### config.mk
export PLATFORM = sky130hd
export DESIGN_NAME = rst_seq_gen
export DESIGN_NICKNAME = d
export VERILOG_FILES = /design/src/rtl/rst_seq_gen.sv
export SDC_FILE = /design/constraint.sdc
export NUM_CORES = 1
export LEC_CHECK = 0
export ABC_AREA = 1
export BUFFER_PORTS_ARGS = -buffer_cell sky130_fd_sc_hd__clkbuf_2
export CORE_UTILIZATION = 31
export CTS_CLUSTER_DIAMETER = 30
export CTS_CLUSTER_SIZE = 8
export DETAILED_ROUTE_END_ITERATION = 12
export SETUP_SLACK_MARGIN = 0.5
export SYNTH_ARGS = -nofsm -noshare
export SYNTH_HDL_FRONTEND = slang
export SYNTH_SLANG_ARGS = --single-unit
### constraint.sdc
create_clock -name clk -period 4.9 [get_ports clk]
set_clock_uncertainty 0.2 [all_clocks]
set_input_delay 0.98 -clock clk [delete_from_list [all_inputs] [get_ports clk]]
set_output_delay 0.98 -clock clk [all_outputs]
set_load 0.005 [all_outputs]
### src/rtl/rst_seq_gen.sv
// Staged reset sequencer: merges board, aux, MMCM-lock and debug reset requests,
// enforces a hold time, then releases N_OUT resets in order and records the cause.
module rst_seq_gen #(
  parameter int N_OUT       = 3,
  parameter int DEB_CYCLES  = 16,
  parameter int HOLD_CYCLES = 64,
  parameter int STAGE_GAP   = 8
) (
  input  logic             clk,
  input  logic             rst,
  input  logic             ext_rst_n,
  input  logic             aux_rst,
  input  logic             locked,
  input  logic             dbg_rst,
  output logic [N_OUT-1:0] rst_out,
  output logic             busy,
  output logic [3:0]       cause
);

  localparam int MAX_HG = (HOLD_CYCLES > STAGE_GAP) ? HOLD_CYCLES : STAGE_GAP;
  localparam int MAX_C  = (MAX_HG > DEB_CYCLES) ? MAX_HG : DEB_CYCLES;
  localparam int CNT_W  = $clog2(MAX_C) + 1;
  localparam int STG_W  = $clog2(N_OUT) + 1;

  localparam logic [CNT_W-1:0] HOLD_LAST = CNT_W'(HOLD_CYCLES - 1);
  localparam logic [CNT_W-1:0] GAP_LAST  = CNT_W'(STAGE_GAP - 1);
  localparam logic [CNT_W-1:0] DEB_LAST  = CNT_W'(DEB_CYCLES - 1);
  localparam logic [CNT_W-1:0] CNT_ONE   = CNT_W'(1);
  localparam logic [STG_W-1:0] STG_LAST  = STG_W'(N_OUT - 1);

  typedef enum logic [1:0] {HOLD, RELEASE, RUN} state_t;

  logic [1:0] ext_sync, aux_sync, lock_sync;
  logic [CNT_W-1:0] ext_cnt, aux_cnt;
  logic ext_v, aux_v;

  // Locked syncs to 0 so the sequence waits for a real lock after rst.
  // NOTE: every clocked register below uses non-blocking assignment so all
  // flops sample pre-edge values, exactly like the hardware they describe.
  always_ff @(posedge clk or posedge rst) begin
    if (rst) begin
      ext_sync  <= 2'b11;
      aux_sync  <= 2'b00;
      lock_sync <= 2'b00;
    end else begin
      ext_sync  <= {ext_sync[0], ext_rst_n};
      aux_sync  <= {aux_sync[0], aux_rst};
      lock_sync <= {lock_sync[0], locked};
    end
  end

  always_ff @(posedge clk or posedge rst) begin
    if (rst) begin
      ext_cnt <= '0;
      ext_v   <= 1'b0;
    end else if (ext_sync[1]) begin
      ext_cnt <= '0;
      ext_v   <= 1'b0;
    end else if (ext_cnt == DEB_LAST) begin
      ext_v   <= 1'b1;
    end else begin
      ext_cnt <= ext_cnt + CNT_ONE;
    end
  end

  always_ff @(posedge clk or posedge rst) begin
    if (rst) begin
      aux_cnt <= '0;
      aux_v   <= 1'b0;
    end else if (!aux_sync[1]) begin
      aux_cnt <= '0;
      aux_v   <= 1'b0;
    end else if (aux_cnt == DEB_LAST) begin
      aux_v   <= 1'b1;
    end else begin
      aux_cnt <= aux_cnt + CNT_ONE;
    end
  end

  logic [3:0] req_bits;
  logic       req;
  assign req_bits = {dbg_rst, aux_v, ext_v, ~lock_sync[1]};
  assign req      = |req_bits;

  state_t           state, state_n;
  logic [CNT_W-1:0] cnt, cnt_n;
  logic [STG_W-1:0] stage, stage_n;
  logic [N_OUT-1:0] rst_out_n;
  logic [3:0]       cause_n;

  always_ff @(posedge clk or posedge rst) begin
    if (rst) begin
      state   <= HOLD;
      cnt     <= '0;
      stage   <= '0;
      rst_out <= '1;
      cause   <= 4'b0000;
    end else begin
      state   <= state_n;
      cnt     <= cnt_n;
      stage   <= stage_n;
      rst_out <= rst_out_n;
      cause   <= cause_n;
    end
  end

  // NOTE: every output of this block gets a default first, so no path can
  // leave one unassigned and infer a latch.
  always_comb begin
    state_n   = state;
    cnt_n     = cnt;
    stage_n   = stage;
    rst_out_n = rst_out;
    cause_n   = cause;
    case (state)
      HOLD: begin
        if (req) begin
          cnt_n   = '0;
          cause_n = cause | req_bits;
        end else if (cnt == HOLD_LAST) begin
          rst_out_n[0] = 1'b0;
          cnt_n        = '0;
          stage_n      = STG_W'(1);
          state_n      = (N_OUT == 1) ? RUN : RELEASE;
        end else begin
          cnt_n = cnt + CNT_ONE;
        end
      end
      RELEASE: begin
        if (req) begin
          rst_out_n = '1;
          cnt_n     = '0;
          stage_n   = '0;
          state_n   = HOLD;
          cause_n   = req_bits;
        end else if (cnt == GAP_LAST) begin
          for (int i = 0; i < N_OUT; i++) begin
            if (STG_W'(i) == stage) rst_out_n[i] = 1'b0;
          end
          cnt_n   = '0;
          stage_n = stage + STG_W'(1);
          if (stage == STG_LAST) state_n = RUN;
        end else begin
          cnt_n = cnt + CNT_ONE;
        end
      end
      RUN: begin
        if (req) begin
          rst_out_n = '1;
          cnt_n     = '0;
          stage_n   = '0;
          state_n   = HOLD;
          cause_n   = req_bits;
        end
      end
      default: begin
        rst_out_n = '1;
        cnt_n     = '0;
        stage_n   = '0;
        state_n   = HOLD;
      end
    endcase
  end

  assign busy = (state != RUN);

endmodule

; ---- Word level (Yosys, flattened, before mapping)
; Index checks and enable logic that the tools add are counted.
; Widths: inputs -> output; s select.
[word_totals]
out_inout_bits = 8
ff_bits = 41
in_bits = 6
[classes]
reduce_logical = 12
bitwise = 3
add_sub_neg = 4
muxes = 40
n_eq_ne = 23
[op_table]
columns = op, count
row1 = $mux 7, 9
row2 = $mux 3, 8
row3 = $add 7x1->7 const B, 3
row4 = $pmux 7 s3, 1
row5 = $ne 3x3->1 const B, 5
row6 = $eq 7x4->1 const B, 2
row7 = $ne 2x2->1 const B, 7
row8 = $mux 2, 6
row9 = $pmux 2 s3, 2
row10 = $reduce_and 4->1, 3
row11 = $reduce_and 5->1, 2
row12 = $mux 1, 9
row13 = $pmux 3 s3, 1
row14 = $mux 4, 2
row15 = $pmux 4 s2, 1
row16 = $eq 7x3->1 const B, 1
row17 = $eq 7x6->1 const B, 1
row18 = $ne 2x1->1 const B, 2
row19 = $or 4x4->4, 1
row20 = $reduce_bool 2->1, 2
row21 = $reduce_or 4->1, 1
row22 = $add 3x1->3 const B, 1
row23 = $eq 1x3->1 const A, 1
row24 = $eq 2x3->1 const A, 1
row25 = 9 further kinds, 10

; ---- Longest topological paths before layout
[depth]
depth_word = 5
ltp_mapped = 10
depth_no_buf = 10

; ---- Worst setup path after synthesis
; OpenSTA, ideal clock, no wires.
[synth_timing]
path_type = input to register
start = input port dbg_rst
end = register cnt[4]
slack_ns = 2.825
path_stages = 9
arrival_time_ns = 1.756
n_path_buf = 2
path_cell_list = inv_1 -> nand2_2 -> nor2_4 -> buf_6 -> nand2_4 -> buf_6 -> nand2_1 -> xor2_1 -> nor2_1
[synth_via]
elab_chain_len = 3
elab_cells_between_ends = 5
[synth_lines]
columns = element, line_no
row1 = from (decl), 14  ; input logic dbg_rst,
row2 = $reduce_or 4->1 *, 83  ; assign req = |req_bits;
row3 = $mux 7 (on tied branches), "130, 117"
row4 = $pmux 7 s3, 115  ; case (state)
row5 = to (signal assigned), 100  ; cnt <= cnt_n;
row6 = to (decl), 86  ; logic [CNT_W-1:0] cnt, cnt_n;
; Every way passes the cells marked *; elsewhere a longest branch is shown, timed or not.
; A chain may end at the register's enable or synchronous reset.

; ---- Final worst setup path
[layout_timing]
start = register state[0]
end = output port busy
[layout_via]
elab_chain_len = 1
[layout_lines]
columns = element, line_no
row1 = from (decl), 85  ; state_t state, state_n;
row2 = from (signal assigned), 99  ; state <= state_n;
row3 = $ne 2x2->1, 165  ; assign busy = (state != RUN);
row4 = to (decl), 16  ; output logic busy,
; No other way between the ends.

==> reports/summary.txt <==
First-pass GRT wire length - 6.89 mm
Final min period - 2.38 ns
Number of diodes - 0
Worst-Skew Late Latency - 0.29 ns
Area delta synth->final - 11.0%
Sw frac - 24.4%
Syn Inst Count - 244
Post-synthesis area per instance - 8.64 µm²
Outcome - finished clean
Switch Pwr - 160 µW
Max cap viols - 0
# clock sinks - 41
Vias - 1,555
DP Wirelength - 2.82 mm
Core Region - 6460 µm²
Clock power share - 34.2%
Fmax - 420 MHz
IO buf count - 13
Initial Utilization - 32.6%
Leakage power - 0.00113 µW
Layout fillers - 677
Critical path class - register to output pin
Slowest stage delay, CP - 0.42 ns
Initial antenna violation count - 0
Vias in the first global route - 1,616
Critical path endpoint category - output pin
Least-Margin Pin Slew - 0.774 ns
Synth Register Bits - 41
RSZ-0062 raised after global routing - no
TritonCTS clock tree - done
Setup violations, final - 0
Final instance area - 2340 µm²
Fin. Hold Viols - 0
Post-route ant nets - 0
Comb power frac - 8.5%
Placer Congestion - 0.788
Nets@finish - 279
Largest net degree at the start of global routing - 22
Post-Synth Adder-Cell Area - 6.53%
XOR/XNOR Fraction of Synth Area - 1.66%
Initial DRC Count - 61
Share of cells above drive strength 1 - 17.1%
Sequence of cells on the critical path - inv_1, ha_1, inv_1, clkbuf_2
DR DRC count - 0
Die X - 84.4 µm
Setup bufs post-CTS - 0
Total number of H-tree levels - 2
Placed inst area - 2250 µm²
Crit Path Max Fanout - 4
Sequential Power Share - 57.4%
Most used cell along the critical path - inv_1
Root Driver - clkbuf_8
Worst EP arrival - 1.20 ns
Worst VDD drop - 0.159 mV
Post-Synth Simple-Gate Area - 24.9%
Main combinational cell family by area after synthesis - simple AND/OR/NAND/NOR gates
Tcrit/Tclk final - 48.6%
Commonest non-fill, non-tap cells in the layout - nand2_1, dfrtp_1, inv_1
WL final - 3.70 mm
Relative slew slack - 48.3%
Die area - 7130 µm²
Pint - 494 µW
Resized cells post-CTS - 0
Row Count - 29
Gr ovfl total - 0
Die H - 84.4 µm
Class of the worst hold path - register to register
Post-synthesis mux area share - 0%
Number of distinct library cells after synthesis - 27
GRT Util Overall - 11.9%
Post-Syn Nets - 261
Slew Viols, Final - 0
Post-synthesis sequential area ratio - 49.0%
Top-level I/O count - 14
Critical Path Slowest Stage Cell - dfrtp_1
Required time of the critical path - 3.72 ns
Vias per std cell - 4.57
WL/cell - 10.9 µm
Total number of yosys warnings - 0
CTS Hold Bufs - 0
Max clock buf depth - 2
Setup TNS - 0 ns
DRT Pass-1 Iters - 4
Synth Area in Compound Gates - 10.7%
Commonest non-fill, non-tap cell in the layout - nand2_1
Clock edge transition at the registers on the reported setup and hold paths - 0.08 ns
Power per cell area - 279 nW/µm²
CTS Buf Count - 5
Critical Path Start Type - register
Synthesized cell area - 2110 µm²
==> critical path, delay by kind of cell, from the launching register on <==
kind                       cells  cell delay (ns)
buffers and inverters          3             0.26
adders and majority gates      1             0.23
DFF                            1             0.42
==> final timing paths <==
check / to / slack (ns) / start / cells after the start
hold / removal: ext_sync[1]$_DFF_PP1_ / 0.16 / ext_sync[0]$_DFF_PP1_ / 0
setup / recovery: busy / 2.52 / state[0]$_DFFE_PP0P_ / 4
min in group asynchronous: state[0]$_DFFE_PP0P_ / 0.60 / rst / 2
hold reg to reg: ext_sync[1]$_DFF_PP1_ / 0.16 / ext_sync[0]$_DFF_PP1_ / 0
setup reg to reg: stage[0]$_DFFE_PP0P_ / 3.12 / state[0]$_DFFE_PP0P_ / 7
max in group asynchronous: rst_out[0]$_DFFE_PP1P_ / 3.08 / rst / 3
==> synth_stat cells (all sizes together) <==
cell | count | area (µm²)
a21oi | 10 | 50.1
a31o | 1 | 8.76
a31oi | 2 | 12.5
buf | 3 | 27.5
dfrtp | 36 | 901
dfstp | 5 | 131
ha | 11 | 138
inv | 33 | 124
nand2 | 59 | 244
nand3 | 25 | 140
nand4 | 2 | 12.5
nor2 | 23 | 109
nor3 | 4 | 20.0
o21ai | 24 | 128
o21bai | 1 | 18.8
o31ai | 1 | 7.51
xnor2 | 1 | 8.76
xor2 | 3 | 26.3
==> logic make-up (layout without fill, tap and decap cells) <==
family	after synthesis	count (layout)
compound gates	39	39
xor+xnor	4	4
fa+ha+maj	11	11
buf+inv	36	55
flops	41	41
simple gates	113	113
==> power groups by stage <==
stage / sequential [µW] / clock, µW / combinational [µW]
2_1_floorplan: 377 / 0 / 45.8
3_3_place_gp: 380 / 0 / 55.5
3_5_place_dp: 381 / 0 / 56.8
4_1_cts: 375 / 235 / 56.8
5_1_grt: 379 / 249 / 68.8
6_report: 375 / 223 / 55.4
==> through the flow <==
step | power, µW | instances | worst slack, ns | util, % | hold slack (ns)
3_3_place_gp | 436 | 332 | 2.57 | 34.8 | 0.133
6_report | 653 | 340 | 2.52 | 36.2 | 0.157
2_1_floorplan | 423 | 244 | 2.78 | - | 0.131
3_5_place_dp | 438 | 332 | 2.52 | 34.8 | 0.147
5_1_grt | 696 | 340 | 2.45 | 36.2 | 0.162
4_1_cts | 667 | 340 | 2.48 | 36.2 | 0.158
==> registers in the layout, summed over array words and instances, names as in the netlist <==
| name | cells |
|---|---|
| lock_sync | 2 |
| ext_sync | 2 |
| cause | 4 |
| rst_out | 3 |
| ext_v | 1 |
| stage | 3 |
| aux_cnt | 7 |
| aux_v | 1 |
| cnt | 7 |
| aux_sync | 2 |
| ext_cnt | 7 |
| state | 2 |
==> per-layer routing <==
layer | share of wire (%) | global-route usage (%)
met1 | 48 | 15.1
met3 | 3.4 | 3.05
met5 | 0 | 0
met4 | 0.49 | 4.01
met2 | 48 | 20.0
==> final cells by class <==
class	count	area [µm²]	share of cell area, %
clock buffers	8	90.1	3.85
multi-input cells	167	923	39.5
well taps	77	96.3	4.12
repair buffers	14	72.6	3.10
flip-flops and latches	41	1030	44.1
inverters	33	124	5.30
Note: power is estimated with default switching activity, not from simulation.
